**config.mk**
```make
export PLATFORM = sky130hd
export DESIGN_NAME = if_fetch_stage
export DESIGN_NICKNAME = d
export VERILOG_FILES = /design/src/rtl/if_fetch_stage.sv
export SDC_FILE = /design/constraint.sdc
export NUM_CORES = 1
export LEC_CHECK = 0
export CAP_MARGIN = 20
export CORE_MARGIN = 2
export CORE_UTILIZATION = 25
export DETAILED_ROUTE_END_ITERATION = 8
export PLACE_DENSITY = 0.53
export REMOVE_ABC_BUFFERS = 1
export SYNTH_ARGS = -nofsm -noshare
export SYNTH_HDL_FRONTEND = slang
export SYNTH_SLANG_ARGS = --single-unit
```
**constraint.sdc**
```tcl
create_clock -name clk -period 2.2 [get_ports clk]
set_input_delay 0.33 -clock clk [delete_from_list [all_inputs] [get_ports clk]]
set_output_delay 0.33 -clock clk [all_outputs]
set_load 0.05 [all_outputs]
```
**src/rtl/if_fetch_stage.sv**
```systemverilog
// ----------------------------------------------------------------------------
// if_fetch_stage
//   Instruction-fetch stage plus IF/ID pipeline register. Holds the fetch PC,
//   runs a level-high request/ready handshake to instruction memory, loads the
//   returned word into IF/ID, and applies CP0 redirects (exception, eret) and
//   hazard stalls. Feeds pc4_D to the next-PC unit and takes next_pc/if_jump
//   back to choose the following fetch address.
//
//   Optional feature macro: FETCH_ADEL_EN
//     When defined, a misaligned fetch PC (pc_F[1:0] != 0) issues no memory
//     request and instead completes immediately with NOP_WORD and excode 4.
//
// Ports
//   clk, reset          : clock, synchronous active-low reset
//   stall               : freeze pc_F and IF/ID (never flushes)
//   next_pc, if_jump    : redirect target / take it, from the next-PC unit
//   exc_req, eret_req   : CP0 redirects (to EXC_PC / to epc)
//   epc                 : CP0 EPC
//   imem_addr/req       : fetch request to instruction memory
//   imem_rdata/ready    : memory response
//   fetch_busy          : request outstanding with no data this cycle
//   instr_D, pc_D, pc4_D, bd_D, excode_D : IF/ID register contents
// ----------------------------------------------------------------------------
module if_fetch_stage #(
    parameter logic [31:0] RESET_PC = 32'h0000_3000,
    parameter logic [31:0] EXC_PC   = 32'h0000_4180,
    parameter logic [31:0] NOP_WORD = 32'h0000_0000
) (
    input  logic        clk,
    input  logic        reset,
    input  logic        stall,
    input  logic [31:0] next_pc,
    input  logic        if_jump,
    input  logic        exc_req,
    input  logic        eret_req,
    input  logic [31:0] epc,
    output logic [31:0] imem_addr,
    output logic        imem_req,
    input  logic [31:0] imem_rdata,
    input  logic        imem_ready,
    output logic        fetch_busy,
    output logic [31:0] instr_D,
    output logic [31:0] pc_D,
    output logic [31:0] pc4_D,
    output logic        bd_D,
    output logic [4:0]  excode_D
);

    typedef enum logic [1:0] {S_WAIT, S_HOLD, S_KILL} state_t;

    state_t      state, state_nx;
    logic [31:0] pc_F, pc_F_nx;
    logic [31:0] kill_addr, kill_addr_nx;   // address of the abandoned request
    logic [31:0] hold_word, hold_word_nx;   // response captured while stalled
    logic [4:0]  hold_exc, hold_exc_nx;
    logic [31:0] instr_nx, pc_D_nx, pc4_D_nx;
    logic        bd_nx;
    logic [4:0]  excode_nx;

    logic        adel;
    logic        resp;
    logic [31:0] resp_word;
    logic [4:0]  resp_exc;
    logic        redirect;
    logic [31:0] redir_pc;
    logic        adv;
    logic [31:0] adv_word;
    logic [4:0]  adv_exc;

`ifdef FETCH_ADEL_EN
    assign adel = (state == S_WAIT) && (pc_F[1:0] != 2'b00);
`else
    assign adel = 1'b0;
`endif

    // A misaligned fetch behaves exactly like a memory response arriving now.
    assign resp      = (state == S_WAIT) && (adel || imem_ready);
    assign resp_word = adel ? NOP_WORD : imem_rdata;
    assign resp_exc  = adel ? 5'd4 : 5'd0;
    assign redirect  = exc_req || eret_req;
    assign redir_pc  = exc_req ? EXC_PC : epc;

    // State and IF/ID registers
    always_ff @(posedge clk) begin
        if (!reset) begin
            state     <= S_WAIT;
            pc_F      <= RESET_PC;
            kill_addr <= 32'd0;
            hold_word <= 32'd0;
            hold_exc  <= 5'd0;
            instr_D   <= NOP_WORD;
            pc_D      <= 32'd0;
            pc4_D     <= 32'd0;
            bd_D      <= 1'b0;
            excode_D  <= 5'd0;
        end else begin
            state     <= state_nx;
            pc_F      <= pc_F_nx;
            kill_addr <= kill_addr_nx;
            hold_word <= hold_word_nx;
            hold_exc  <= hold_exc_nx;
            instr_D   <= instr_nx;
            pc_D      <= pc_D_nx;
            pc4_D     <= pc4_D_nx;
            bd_D      <= bd_nx;
            excode_D  <= excode_nx;
        end
    end

    // Next-state / next-register logic
    always_comb begin
        state_nx     = state;
        pc_F_nx      = pc_F;
        kill_addr_nx = kill_addr;
        hold_word_nx = hold_word;
        hold_exc_nx  = hold_exc;
        instr_nx     = instr_D;
        pc_D_nx      = pc_D;
        pc4_D_nx     = pc4_D;
        bd_nx        = bd_D;
        excode_nx    = excode_D;
        adv          = 1'b0;
        adv_word     = resp_word;
        adv_exc      = resp_exc;

        case (state)
            S_WAIT: begin
                if (redirect) begin
                    // Data arriving now is dropped; otherwise the in-flight
                    // request must still be drained on its original address.
                    if (!resp) begin
                        state_nx     = S_KILL;
                        kill_addr_nx = pc_F;
                    end
                end else if (resp) begin
                    if (!stall) begin
                        adv = 1'b1;
                    end else begin
                        hold_word_nx = resp_word;
                        hold_exc_nx  = resp_exc;
                        state_nx     = S_HOLD;
                    end
                end
            end
            S_HOLD: begin
                if (redirect) begin
                    state_nx = S_WAIT;
                end else if (!stall) begin
                    adv      = 1'b1;
                    adv_word = hold_word;
                    adv_exc  = hold_exc;
                    state_nx = S_WAIT;
                end
            end
            S_KILL: begin
                // The stale response is discarded; a redirect arriving in the
                // same cycle only retargets pc_F.
                if (imem_ready)
                    state_nx = S_WAIT;
            end
            default: state_nx = S_WAIT;
        endcase

        if (redirect) begin
            pc_F_nx   = redir_pc;
            instr_nx  = NOP_WORD;
            bd_nx     = 1'b0;
            excode_nx = 5'd0;
        end else if (adv) begin
            instr_nx  = adv_word;
            pc_D_nx   = pc_F;
            pc4_D_nx  = pc_F + 32'd4;
            bd_nx     = if_jump;
            excode_nx = adv_exc;
            pc_F_nx   = if_jump ? next_pc : pc_F + 32'd4;
        end
    end

    // Memory-side outputs
    always_comb begin
        imem_req   = 1'b0;
        fetch_busy = 1'b0;
        imem_addr  = pc_F;
        case (state)
            S_WAIT: begin
                imem_req   = reset && !adel;
                fetch_busy = reset && !adel && !imem_ready;
            end
            S_KILL: begin
                imem_addr  = kill_addr;
                imem_req   = reset;
                fetch_busy = reset;
            end
            default: ;
        endcase
    end

endmodule
```
==> impl_metrics.env, run 1 <==
export IMPL_finClkSkew_ns=0.01200
export IMPL_h_tree_depth=1
export IMPL_slew_violations=0
export IMPL_netlist_area_sq_mm=0.009183
export IMPL_synth_area_leaders="dfxtp_1 44%, nand2_1 9.6%, a21oi_1 7.6%"
export IMPL_drtPass1Iterations=5
export IMPL_grt_pass1_vias=8761
export IMPL_worst_path_max_fanout=9
export IMPL_path_buf_inv=4
export IMPL_grt_ovfl_total=0
export IMPL_hold_ws_ns=0.2976
export IMPL_area_growth_pct=49.76
export IMPL_synth_top_area_cell="dfxtp_1"
export IMPL_grtUsageTotal_pct=17.25
export IMPL_vias_per_cell=4.770
export IMPL_num_vias=8981
export IMPL_cts_path_max_buffers=3
export IMPL_place_hpwl_um=25270
export IMPL_critPathArrivalTime_ns=1.85
export IMPL_routedWlPerCell_um=18.33
export IMPL_num_io_pins=239
export IMPL_die_h_um=195.7
export IMPL_drt_iter0_drc=495
export IMPL_post_synth_cell_area_avg_sq_um=8.133
export IMPL_slew_headroom_pct=58.71
export IMPL_cts_root_buffer="clkbuf_16"
export IMPL_status="finished, final reports clean"
export IMPL_route_detailed_drc=0
export IMPL_ant_nets=0
export IMPL_row_count=70
export IMPL_max_freq_mhz=457.9
export IMPL_synth_seq_cells=203
export IMPL_drt_wl_total_um=34520
export IMPL_rsz0062_at_grt="yes"
export IMPL_synth_yosys_warnings=0
export IMPL_antenna_found_initial=4
export IMPL_setup_tns_final_ns=0
export IMPL_async_flop_share_pct=0
export IMPL_fin_nets=1502
export IMPL_drive_gt1_share_pct=17.20
export IMPL_die_area_sq_mm=0.03828
export IMPL_tritoncts="yes"
export IMPL_required_ns=1.87
export IMPL_critPathMaxStageDelay_ns=0.35
export IMPL_clock_latency_ns=0.53
export IMPL_start_kind="register"
export IMPL_p_total_uw=9259
export IMPL_ys_flop_type="dfxtp_1"
export IMPL_worst_slew_pin_slew_ns=0.6175
export IMPL_path_class="register to output pin"
export IMPL_synth_cells=1129
export IMPL_fin_util_pct=37.83
export IMPL_synth_common_cells="235 x nand2_1, 203 x dfxtp_1, 140 x a21oi_1"
export IMPL_yosysMostFrequentCell="nand2_1"
export IMPL_grt_pass1_wl_um=51510
export IMPL_initial_utilization_pct=25.26
export IMPL_clkSlewWorstSetupHoldPaths_ns=0.06
export IMPL_synth_edf_count=0
export IMPL_slowest_stage="mux2_2"
export IMPL_synth_top_area_share_pct=44.26
export IMPL_netlist_cell_type_count=61
export IMPL_min_period_over_period_pct=99.28
export IMPL_p_leak_uw=0.004848
export IMPL_cts_sinks=203
export IMPL_setup_viol=0
export IMPL_numPortBuffers=238
export IMPL_core_area_sq_mm=0.03635
export IMPL_dieWidth_um=195.7
export IMPL_vdd_ir_drop_max_mv=0.4915
export IMPL_crit_chain="inv_2, nor2_4, buf_12, clkbuf_16, mux2_2, buf_6"
export IMPL_grt_max_degree=44
export IMPL_path_delay_family="buffers and inverters"
export IMPL_ys_seq_area_share_pct=44.26
export IMPL_gp_congestion=0.8681
export IMPL_max_cap_violations=0
export IMPL_cts_made_buffers=26
export IMPL_period_minus_slack_ns=2.184
export IMPL_hold_viol=0
export IMPL_hold_class="input port to register"
export IMPL_p_per_area_mw_per_mm2=673.3
export IMPL_cp_end_kind="output pin"
-- registers in the layout, indices dropped and copies added, names as in the netlist --
register / flops
hold_word: 32
instr_D: 32
kill_addr: 32
pc_D: 32
pc_F: 32
pc4_D: 30
excode_D: 5
hold_exc: 5
state: 2
bd_D: 1
-- metrics by stage --
step | setup slack [ns] | area (sq um) | cells
after floorplan | -1.772 | 8667 | 1013
after global routing | -0.02547 | 13750 | 1883
after CTS | -0.04549 | 13610 | 1880
final | 0.01593 | 13750 | 1883
after detailed placement | -0.04092 | 12650 | 1834
after global placement | -0.002100 | 12650 | 1834
-- timing repair --
item,4_1_cts,5_1_grt
buffers inserted,2,1
hold buffers,0,0
setup endpoints to repair,31,30
pin swaps,1,1
resized for setup,33,32
gates cloned,1,1
-- cells by family after synthesis --
logic type               count (synthesis)  share of synthesized area [%]
AO/OA/AOI/OAI                          297                          19.69
XOR/XNOR                                27                          2.575
adder cells (fa/ha/maj)                  1                         0.1362
buffers and inverters                  121                          5.818
flip-flops                             203                          44.26
multiplexers                            66                          7.630
AND/OR/NAND/NOR                        414                          19.89
-- cells in the final DEF, fill, tap and decap left out, types with 15 or more instances in the layout --
cell type,count
nor3_1,15
a21oi_1,139
clkdlybuf4s50_1,203
nand3_1,20
buf_4,101
xor2_1,17
a22oi_1,23
a211oi_1,46
dfxtp_1,201
nand2_1,235
buf_6,21
mux2_4,19
buf_12,20
o21ai_0,39
mux2i_1,34
clkbuf_16,28
nor2_1,86
-- worst min-delay path, stage by stage --
cell and delay (ns):
buf_2 0.14, buf_4 0.22, o21ai_0 0.09
-- worst paths after layout --
kind	from	to	slack, ns	depth (start not counted)
worst max-delay path	state[1]	imem_addr[5]	0.02	6
worst min-delay path	reset	pc_F[13]	0.30	3
worst max register to register	pc_F[2]	pc_F[26]	0.17	7
worst min register to register	kill_addr[22]	kill_addr[22]	0.45	2
-- layout make-up --
type | instances | area [sq um]
sequential | 203 | 4066
clock inverter | 5 | 35.03
antenna | 2 | 5.005
multi-input combinational | 805 | 4674
clock buffer | 38 | 757.0
timing repair buffer | 357 | 3607
inverter | 5 | 21.27
tap | 468 | 585.6
fill | 3753 | 22600
-- where the power goes --
part | internal [uW] | switching [uW] | leakage [uW]
logic | 625 | 802 | 0.00281
clock network | 2360 | 1630 | 0.000392
registers | 3770 | 71.4 | 0.00165
total | 6760 | 2500 | 0.00485
-- per-layer routing --
layer  GRT usage (%)  up-vias  share of wire [%]
met4           4.826        4                2.1
met3           3.627       45                5.9
met1           22.75     4197                 46
met5               0        -              0.067
li1                -     4465                  -
met2           28.57      270                 46
Power figures use the tool's default switching activity.
==> run 2: changes to the inputs <==
--- a/config.mk
+++ b/config.mk
@@ -13,2 +13,3 @@
 export REMOVE_ABC_BUFFERS = 1
+export SLEW_MARGIN = 20
 export SYNTH_ARGS = -nofsm -noshare
--- a/constraint.sdc
+++ b/constraint.sdc
@@ -3,2 +3,2 @@
 set_output_delay 0.33 -clock clk [all_outputs]
-set_load 0.05 [all_outputs]
+set_load 0.005 [all_outputs]
==> impl_metrics.env, run 2 (synthesized netlist as in run 1, its figures left out) <==
export IMPL_status="complete, but fails checks"
export IMPL_violations="negative setup slack"
export IMPL_mostFrequentLayoutCells="235 x nand2_1, 204 x clkdlybuf4s50_1, 201 x dfxtp_1"
export IMPL_place_hpwl_um=24900
export IMPL_hold_viol=0
export IMPL_cts_path_max_buffers=3
export IMPL_start_kind="register"
export IMPL_area_growth_pct=46.60
export IMPL_hold_buffers=0
export IMPL_grt_ovfl_total=0
export IMPL_fin_util_pct=37.04
export IMPL_r2r_end="pc_F[26]"
export IMPL_max_freq_mhz=454.5
export IMPL_vias_per_cell=4.826
export IMPL_ant_nets=0
export IMPL_path_buf_inv=3
export IMPL_regToRegStartpoint="pc_F[15]"
export IMPL_clock_latency_ns=0.53
export IMPL_core_area_sq_mm=0.03635
export IMPL_path_delay_family="buffers and inverters"
export IMPL_grt_pass1_vias=8593
export IMPL_period_minus_slack_ns=2.200
export IMPL_slew_headroom_pct=54.07
export IMPL_h_tree_depth=1
export IMPL_tritoncts="yes"
export IMPL_ff2ff_setup_slack_ns=0.17
export IMPL_routedWlPerCell_um=18.48
export IMPL_drtPass1Iterations=5
export IMPL_layout_cells_most_common="nand2_1"
export IMPL_grt_max_degree=130
export IMPL_crit_path_start="state[1]"
export IMPL_crit_chain="inv_2, nor2_4, buf_12, mux2_2, dlygate4sd2_1"
export IMPL_pwr_share_comb_pct=12.6
export IMPL_die_h_um=195.7
export IMPL_diodes=0
export IMPL_fin_ws_ns=-0.0001410
export IMPL_vdd_ir_drop_max_mv=0.4591
export IMPL_slew_violations=0
export IMPL_clkPwrFrac_pct=44.1
export IMPL_worst_path_max_fanout=9
export IMPL_required_ns=1.87
export IMPL_p_leak_uw=0.004720
export IMPL_max_cap_violations=0
export IMPL_slowest_stage="mux2_2"
export IMPL_gp_congestion=0.8236
export IMPL_p_sw_share_pct=25.06
export IMPL_initial_utilization_pct=25.26
export IMPL_die_area_sq_mm=0.03828
export IMPL_cp_end_kind="output pin"
export IMPL_finClkSkew_ns=0.02304
export IMPL_p_per_area_mw_per_mm2=659.9
export IMPL_seqPwrFrac_pct=43.3
export IMPL_post_place_cells=1818
export IMPL_row_count=70
export IMPL_cts_sinks=203
export IMPL_drt_iter0_drc=421
export IMPL_worst_slew_pin_slew_ns=0.6826
export IMPL_cts_root_buffer="clkbuf_16"
export IMPL_num_vias=9010
export IMPL_preCtsSetupSlack_ns=-0.06811
export IMPL_path_class="register to output pin"
export IMPL_worstSetupEndpoint="imem_addr[28]"
export IMPL_internal_power_uw=6657
export IMPL_antenna_found_initial=1
export IMPL_fin_cells=1867
export IMPL_p_switching_uw=2226
export IMPL_setup_viol=1
export IMPL_drive_gt1_share_pct=14.72
export IMPL_grtUsageTotal_pct=17.33
export IMPL_rsz0062_at_grt="yes"
export IMPL_rr_worst_depth=6
export IMPL_clkSlewWorstSetupHoldPaths_ns=0.06
export IMPL_critPathArrivalTime_ns=1.87
export IMPL_grt_pass1_wl_um=51870
export IMPL_critPathMaxStageDelay_ns=0.34
export IMPL_numPortBuffers=238
export IMPL_dieWidth_um=195.7
export IMPL_hold_class="input port to register"
export IMPL_min_period_over_period_pct=100.0
export IMPL_num_io_pins=239
export IMPL_worstSetupPathDepth=5
export IMPL_drt_wl_total_um=34500
export IMPL_route_detailed_drc=0
export IMPL_fin_nets=1487
export IMPL_cts_made_buffers=25
-- run 2: changes by cell type in the layout (fill, tap and decap cells not counted), sizes merged --
cell / previous run / this run
clkdlybuf4s50: 203 / 204
clkdlybuf4s15: 0 / 13
buf: 153 / 115
bufinv: 0 / 1
dlygate4sd2: 0 / 9
diode: 2 / 0
-- run 2: worst register-to-register path, delay by kind of cell, from the launching register on --
family / cells / cell delay [ns]
AO/OA/AOI/OAI: 1 / 0.26
buffers and inverters: 1 / 0.25
flip-flops: 1 / 0.57
AND/OR/NAND/NOR: 4 / 0.85
-- run 2: power groups by stage --
stage / Clock [uW] / Combinational (uW) / Sequential (uW)
after floorplan: 0 / 391 / 3930
after global placement: 0 / 1100 / 3920
after detailed placement: 0 / 1110 / 3920
after CTS: 4020 / 1120 / 3840
after global routing: 4170 / 1210 / 3860
final: 3920 / 1120 / 3850
-- run 2: metal layers --
metal  wire length, um  vias to the layer above  track usage, %
li1                  -                     4446               -
met5                16                        -               0
met2             15670                      303           28.44
met1             15850                     4210           23.60
met3              2188                       49           3.387
met4               776                        2           3.844
-- run 2: how the worst min path moves through the flow --
stage,from,to,depth (start not counted)
6_report,imem_rdata[26],hold_word[26],3
5_1_grt,imem_rdata[10],hold_word[10],3
4_1_cts,imem_rdata[16],hold_word[16],3
3_5_place_dp,kill_addr[6],kill_addr[6],2
3_3_place_gp,kill_addr[24],kill_addr[24],2
2_1_floorplan,reset,pc_F[13],1
-- run 2: through the flow --
| stage | instance area [sq um] | hold WS [ns] | power [uW] | TNS (ns) |
|---|---|---|---|---|
| after floorplan | 8667 | 0.4062 | 4317 | -186.08 |
| after global placement | 12590 | 0.4383 | 5027 | -0.05149 |
| after detailed placement | 12590 | 0.4428 | 5032 | -1.474 |
| after CTS | 13430 | 0.3804 | 8979 | -0.4650 |
| after global routing | 13460 | 0.4130 | 9232 | -0.5303 |
| final | 13460 | 0.3983 | 8883 | -0.0001410 |
-- run 2: area by class of cell --
type                    count  area (sq um)
fillers                  3725         22890
multi-input cells         805          4656
flip-flops and latches    203          4069
repair buffers            343          3361
clock buffers              37         710.7
well taps                 468         585.6
clock inverters             6         58.81
inverters                   5         21.27
-- run 2: what timing repair did --
action | in CTS | in global routing
setup buffers | 7 | 1
endpoints found under the setup margin | 33 | 27
pin swaps | 1 | 1
endpoints found under the hold margin | 0 | 0
cloned | 2 | 0
resized for setup | 79 | 29
==> RTL edit 1: new RTL, settings of run 2 <==
Make the reset (`reset`) asynchronous in one clocked block. Comments in the files are not updated.
--- a/src/rtl/if_fetch_stage.sv
+++ b/src/rtl/if_fetch_stage.sv
@@ -83,3 +83,3 @@
     // State and IF/ID registers
-    always_ff @(posedge clk) begin
+    always_ff @(posedge clk or negedge reset) begin
         if (!reset) begin
Function: differs if reset is asserted again (counterexample within 4 cycles, from zero or initial values and one cycle with reset low); with reset held inactive, the same outputs for 4 cycles.
==> RTL edit 1 against run 2 <==
The flow still finishes with violations (negative setup slack); critical path type unchanged; routed wire length increased by 4.1%; design area is 11% higher; sequential share of layout area rose by 3.9 points; worst setup slack got worse by 0.056 ns; count of clock-buffer cells in the layout increased by 4; sequential cell count did not move; area after synthesis rose by 10%; synthesized cell count fell by 12%; utilization is 0.38 points higher.
Power is not compared: it rests on default switching activity, and its combinational part moved more than twofold at a synthesized area within 25%.
==> RTL edit 1: results (changes against run 2) <==
.. list-table::
   :header-rows: 1

   * - Metric
     - Value
   * - Result of the run
     - finished with violations
   * - Failing checks
     - negative setup slack
   * - Placed cell count
     - 1774 (-2.4%)
   * - Setup slack of the worst register-to-register path
     - 0.11 ns (-0.06 ns)
   * - # resized after CTS
     - 155 (+96%)
   * - Hold Path End
     - pc_F[3]
   * - Leading post-synthesis cells by instance count
     - dfrtp_1, nand2_1, mux2_2, nor2_1, clkbuf_1
   * - Path depth of the worst reg2reg path
     - 5 (-1)
   * - Clock transition at path regs
     - 0.06 ns (about the same)
   * - Critical R2R Capture
     - pc_F[19]
   * - Cell count of the worst hold path
     - 3 (unchanged)
   * - Post-placement worst setup slack
     - -0.09620 ns (-0.02810 ns)
   * - Instance area after placement
     - 0.01380 mm² (+9.6%)
   * - Skew final
     - 0.01269 ns (-0.01035 ns)
   * - Source of the critical timing path
     - state[0]
   * - Post-DR wirelength/cell
     - 19.54 µm (+5.7%)
   * - Setup TNS
     - -0.2740 ns (-0.2738 ns)
   * - Normalized max-slew margin
     - 51.10% (-3.0 points)
   * - Final-layout worst hold slack
     - 0.3668 ns (-0.03151 ns)
   * - Worst stage delay on the critical path
     - 0.42 ns (+0.08 ns)
   * - Number of setup violations in the final report
     - 7 (+6)
   * - Number of buffers inserted to repair setup after CTS
     - 17 (+10)
   * - Hpwl dp
     - 25730 µm (+3.3%)
   * - Leading post-synthesis cells by cell area
     - dfrtp_1, mux2_2, nand2_1
   * - Number of global-route vias before repair
     - 9088 (+5.8%)
   * - GPL Wtd Cong
     - 0.8432 (+2.4%)
   * - Number of design-rule violations left by the first detailed-router iteration
     - 593 (+41%)
   * - Antenna violations before repair
     - 4 (+3)
   * - Avg Cell Area, Syn
     - 10.14 µm² (+25%)
   * - Overall via count from detail_route
     - 8866 (-1.6%)
   * - Top flip-flop cell by instance count after synthesis
     - dfrtp_1
   * - Clk_lat worst skew
     - 0.52 ns
   * - Largest net degree at the start of global routing
     - 75 (-42%)
   * - Drt via density
     - 4.821 (about the same)
   * - Share of final-layout standard cells stronger than drive strength 1
     - 23.91% (+9.2 points)
   * - Reg2reg start
     - pc_F[2]
   * - I/O Buffers
     - 238 (unchanged)
   * - Clk root buf
     - clkbuf_16
   * - Total global routing track utilization
     - 16.97% (-0.36 points)
   * - Master of the slowest instance on the critical path
     - dfrtp_2
   * - Final layout net count
     - 1399 (-5.9%)
   * - Global-route wire length before repair
     - 55230 µm (+6.5%)
   * - Yosys warns
     - 0 (unchanged)
   * - Unique cell type count in the Yosys netlist
     - 64 (+4.9%)
   * - Async set-reset flop share out of synthesis
     - 100.0% (+100 points)
   * - Setup ws final
     - -0.05625 ns (-0.05611 ns)
   * - Hold buffers post-CTS
     - 1 (+1)
   * - Maximum ir drop on the vdd rail
     - 0.5431 mV
   * - Detailed-router iteration count before antenna repair
     - 5 (unchanged)
   * - Origin of the worst min-delay path
     - epc[3]
   * - Sequential element share of the synthesized area
     - 50.22% (+6.0 points)
   * - Largest fanout on the critical path
     - 6 (-3)
## RTL edit 1: cell count changes after synthesis, sizes merged, moves of 21 or more
| cell | run 2 | this run |
|---|---|---|
| nand2 | 235 | 157 |
| a22o | 0 | 22 |
| or4 | 0 | 22 |
| a21oi | 140 | 7 |
| mux2 | 32 | 86 |
| a22oi | 23 | 2 |
| dfrtp | 0 | 201 |
| dfxtp | 203 | 0 |
## RTL edit 1: how the worst max path moves through the flow
stage	end	slack, ns
after floorplan	pc4_D[24]	-2.19
after global routing	imem_addr[3]	-0.13
after global placement	pc_F[31]	-0.05
after detailed placement	pc_F[31]	-0.1
after CTS	imem_addr[10]	-0.13
final	imem_addr[3]	-0.06
## RTL edit 1: per-layer routing
layer  global-route usage [%]  routed length, µm  up-vias
met3                    5.527               3230       49
li1                         -                  -     4190
met2                    26.73              16180      289
met1                    22.76              15760     4332
met5                        0                 49        -
met4                    3.546                707        6
## RTL edit 1: cell families after synthesis
group	synth area share, %
adder cells (fa/ha/maj)	0.1236
AO/OA/AOI/OAI	12.60
buffers and inverters	4.674
multiplexers	13.33
AND/OR/NAND/NOR	18.10
XOR/XNOR	0.9520
flip-flops	50.22
## RTL edit 1: final cells by class
cell class                      instances  area, µm²
Antenna cell                            1      2.502
Clock buffer                           41      755.7
Clock inverter                          4      25.02
Fill cell                            4037      24920
Inverter                                8      30.03
Multi-Input combinational cell        690       4726
Sequential cell                       203       5084
Tap cell                              525      656.9
Timing Repair Buffer                  367       3622
## RTL edit 1: worst min-delay path, cell delays in order
cell and delay, ns:
clkdlybuf4s50_1 0.40, nand2_1 0.07, a21oi_1 0.05
## RTL edit 1: power breakdown
part | total (W) | switching (W) | internal (W)
Clock | 0.00396 | 0.00164 | 0.00233
Sequential | 0.00480 | 0.000393 | 0.00441
Combinational | 0.00306 | 0.00126 | 0.00179
==> RTL edit 2: new RTL, settings of run 2 <==
Made on the original files. Set the parameter `RESET_PC` to 32'h00002000 (it was 32'h0000_3000).
--- a/src/rtl/if_fetch_stage.sv
+++ b/src/rtl/if_fetch_stage.sv
@@ -24,3 +24,3 @@
 module if_fetch_stage #(
-    parameter logic [31:0] RESET_PC = 32'h0000_3000,
+    parameter logic [31:0] RESET_PC = 32'h00002000,
     parameter logic [31:0] EXC_PC   = 32'h0000_4180,
Behaviour: not the same (a bounded check fails within 4 cycles, from zero or initial values and one cycle with reset low).
==> RTL edit 2 against run 2 <==
Largest power group unchanged; routed wire length grew 1.9%; area after synthesis is 0.27% lower; global-route usage grew 0.57 points; the flow still finishes with violations (negative setup slack); clock skew decreased by 0.011 ns; total power rose by 7.6%; design area grew 3.4%; sequential cell count did not move; worst setup slack got worse by 0.013 ns; final cell count is 2.8% higher.
==> RTL edit 2: results (changes against run 2) <==
.. list-table::
   :header-rows: 1

   * - Metric
     - Value
   * - Post-placement worst setup slack
     - -0.1811 ns (-0.1130 ns)
   * - Post-detailed-routing wire length
     - 35150 µm (+1.9%)
   * - Sequential element share of the synthesized area
     - 44.38% (+0.12 points)
   * - Origin of the worst min-delay path
     - reset
   * - Maximum ir drop on the vdd rail
     - 0.4117 mV (-10%)
   * - GPL Wtd Cong
     - 0.8397 (+2.0%)
   * - Master of the slowest instance on the critical path
     - dfxtp_2
   * - Antenna violations before repair
     - 0 (-1)
   * - Setup slack of the worst register-to-register path
     - 0.07 ns (-0.10 ns)
   * - Setup TNS
     - -0.02102 ns (-0.02088 ns)
   * - Number of global-route vias before repair
     - 9061 (+5.4%)
   * - Met1 capacity usage during global routing
     - 24.33% (+0.73 points)
   * - Final-layout worst hold slack
     - 0.1503 ns (-0.2479 ns)
   * - Unique cell type count in the Yosys netlist
     - 60 (-1.6%)
   * - Avg Cell Area, Syn
     - 7.977 µm² (-1.9%)
   * - # resized after CTS
     - 175 (+120%)
   * - Clock network fraction of total power
     - 47.4% (+3.3 points)
   * - Met3 Wirelength
     - 2790 µm (+28%)
   * - Highest routed metal layer
     - met4
   * - Routed length on met1
     - 16010 µm (+1.0%)
   * - Met3 Resource Use GR
     - 4.128% (+0.74 points)
   * - Drt via density
     - 4.844 (+0.38%)
   * - Hold Path End
     - pc_D[0]
   * - Setup ws final
     - -0.01337 ns (-0.01323 ns)
   * - Result of the run
     - finished with violations
   * - Path depth of the worst reg2reg path
     - 5 (-1)
   * - Instance area after placement
     - 0.01274 mm² (+1.2%)
   * - Global-route wire length before repair
     - 53590 µm (+3.3%)
   * - Failing checks
     - negative setup slack
   * - Number of design-rule violations left by the first detailed-router iteration
     - 603 (+43%)
   * - Met2 demand-to-capacity share in global routing
     - 28.64% (+0.20 points)
   * - TritonCTS buffer count
     - 26 (+4.0%)
   * - Number of setup violations in the final report
     - 2 (+1)
   * - Largest fanout on the critical path
     - 5 (-4)
   * - Final layout net count
     - 1537 (+3.4%)
==> RTL edit 2: changes by cell type after synthesis, sizes merged, moves of 6 or more <==
cell           run 2  this run
nor2              88        95
a21oi            140       146
xnor2             10        16
buf               50        25
clkbuf            66        88
xor2              17        11
==> RTL edit 2: cell type report <==
class / instances / area, µm²
fillers: 3684 / 22430
well taps: 468 / 585.6
multi-input cells: 824 / 4730
clock inverters: 10 / 152.6
repair buffers: 370 / 3583
flip-flops and latches: 203 / 4071
inverters: 8 / 35.03
clock buffers: 36 / 759.5
==> RTL edit 2: critical path, delay by kind of cell (launching register included) <==
kind | cells | cell delay (ns)
buffers and inverters | 5 | 0.54
flip-flops | 1 | 0.35
multiplexers | 1 | 0.30
AND/OR/NAND/NOR | 1 | 0.17
==> RTL edit 2: cell families after synthesis <==
family | Yosys count | synth area share, %
buf+inv | 121 | 5.356
flops | 203 | 44.38
simple gates | 428 | 20.17
compound gates | 304 | 19.98
fa+ha+maj | 1 | 0.1366
mux | 64 | 7.405
xor+xnor | 27 | 2.582
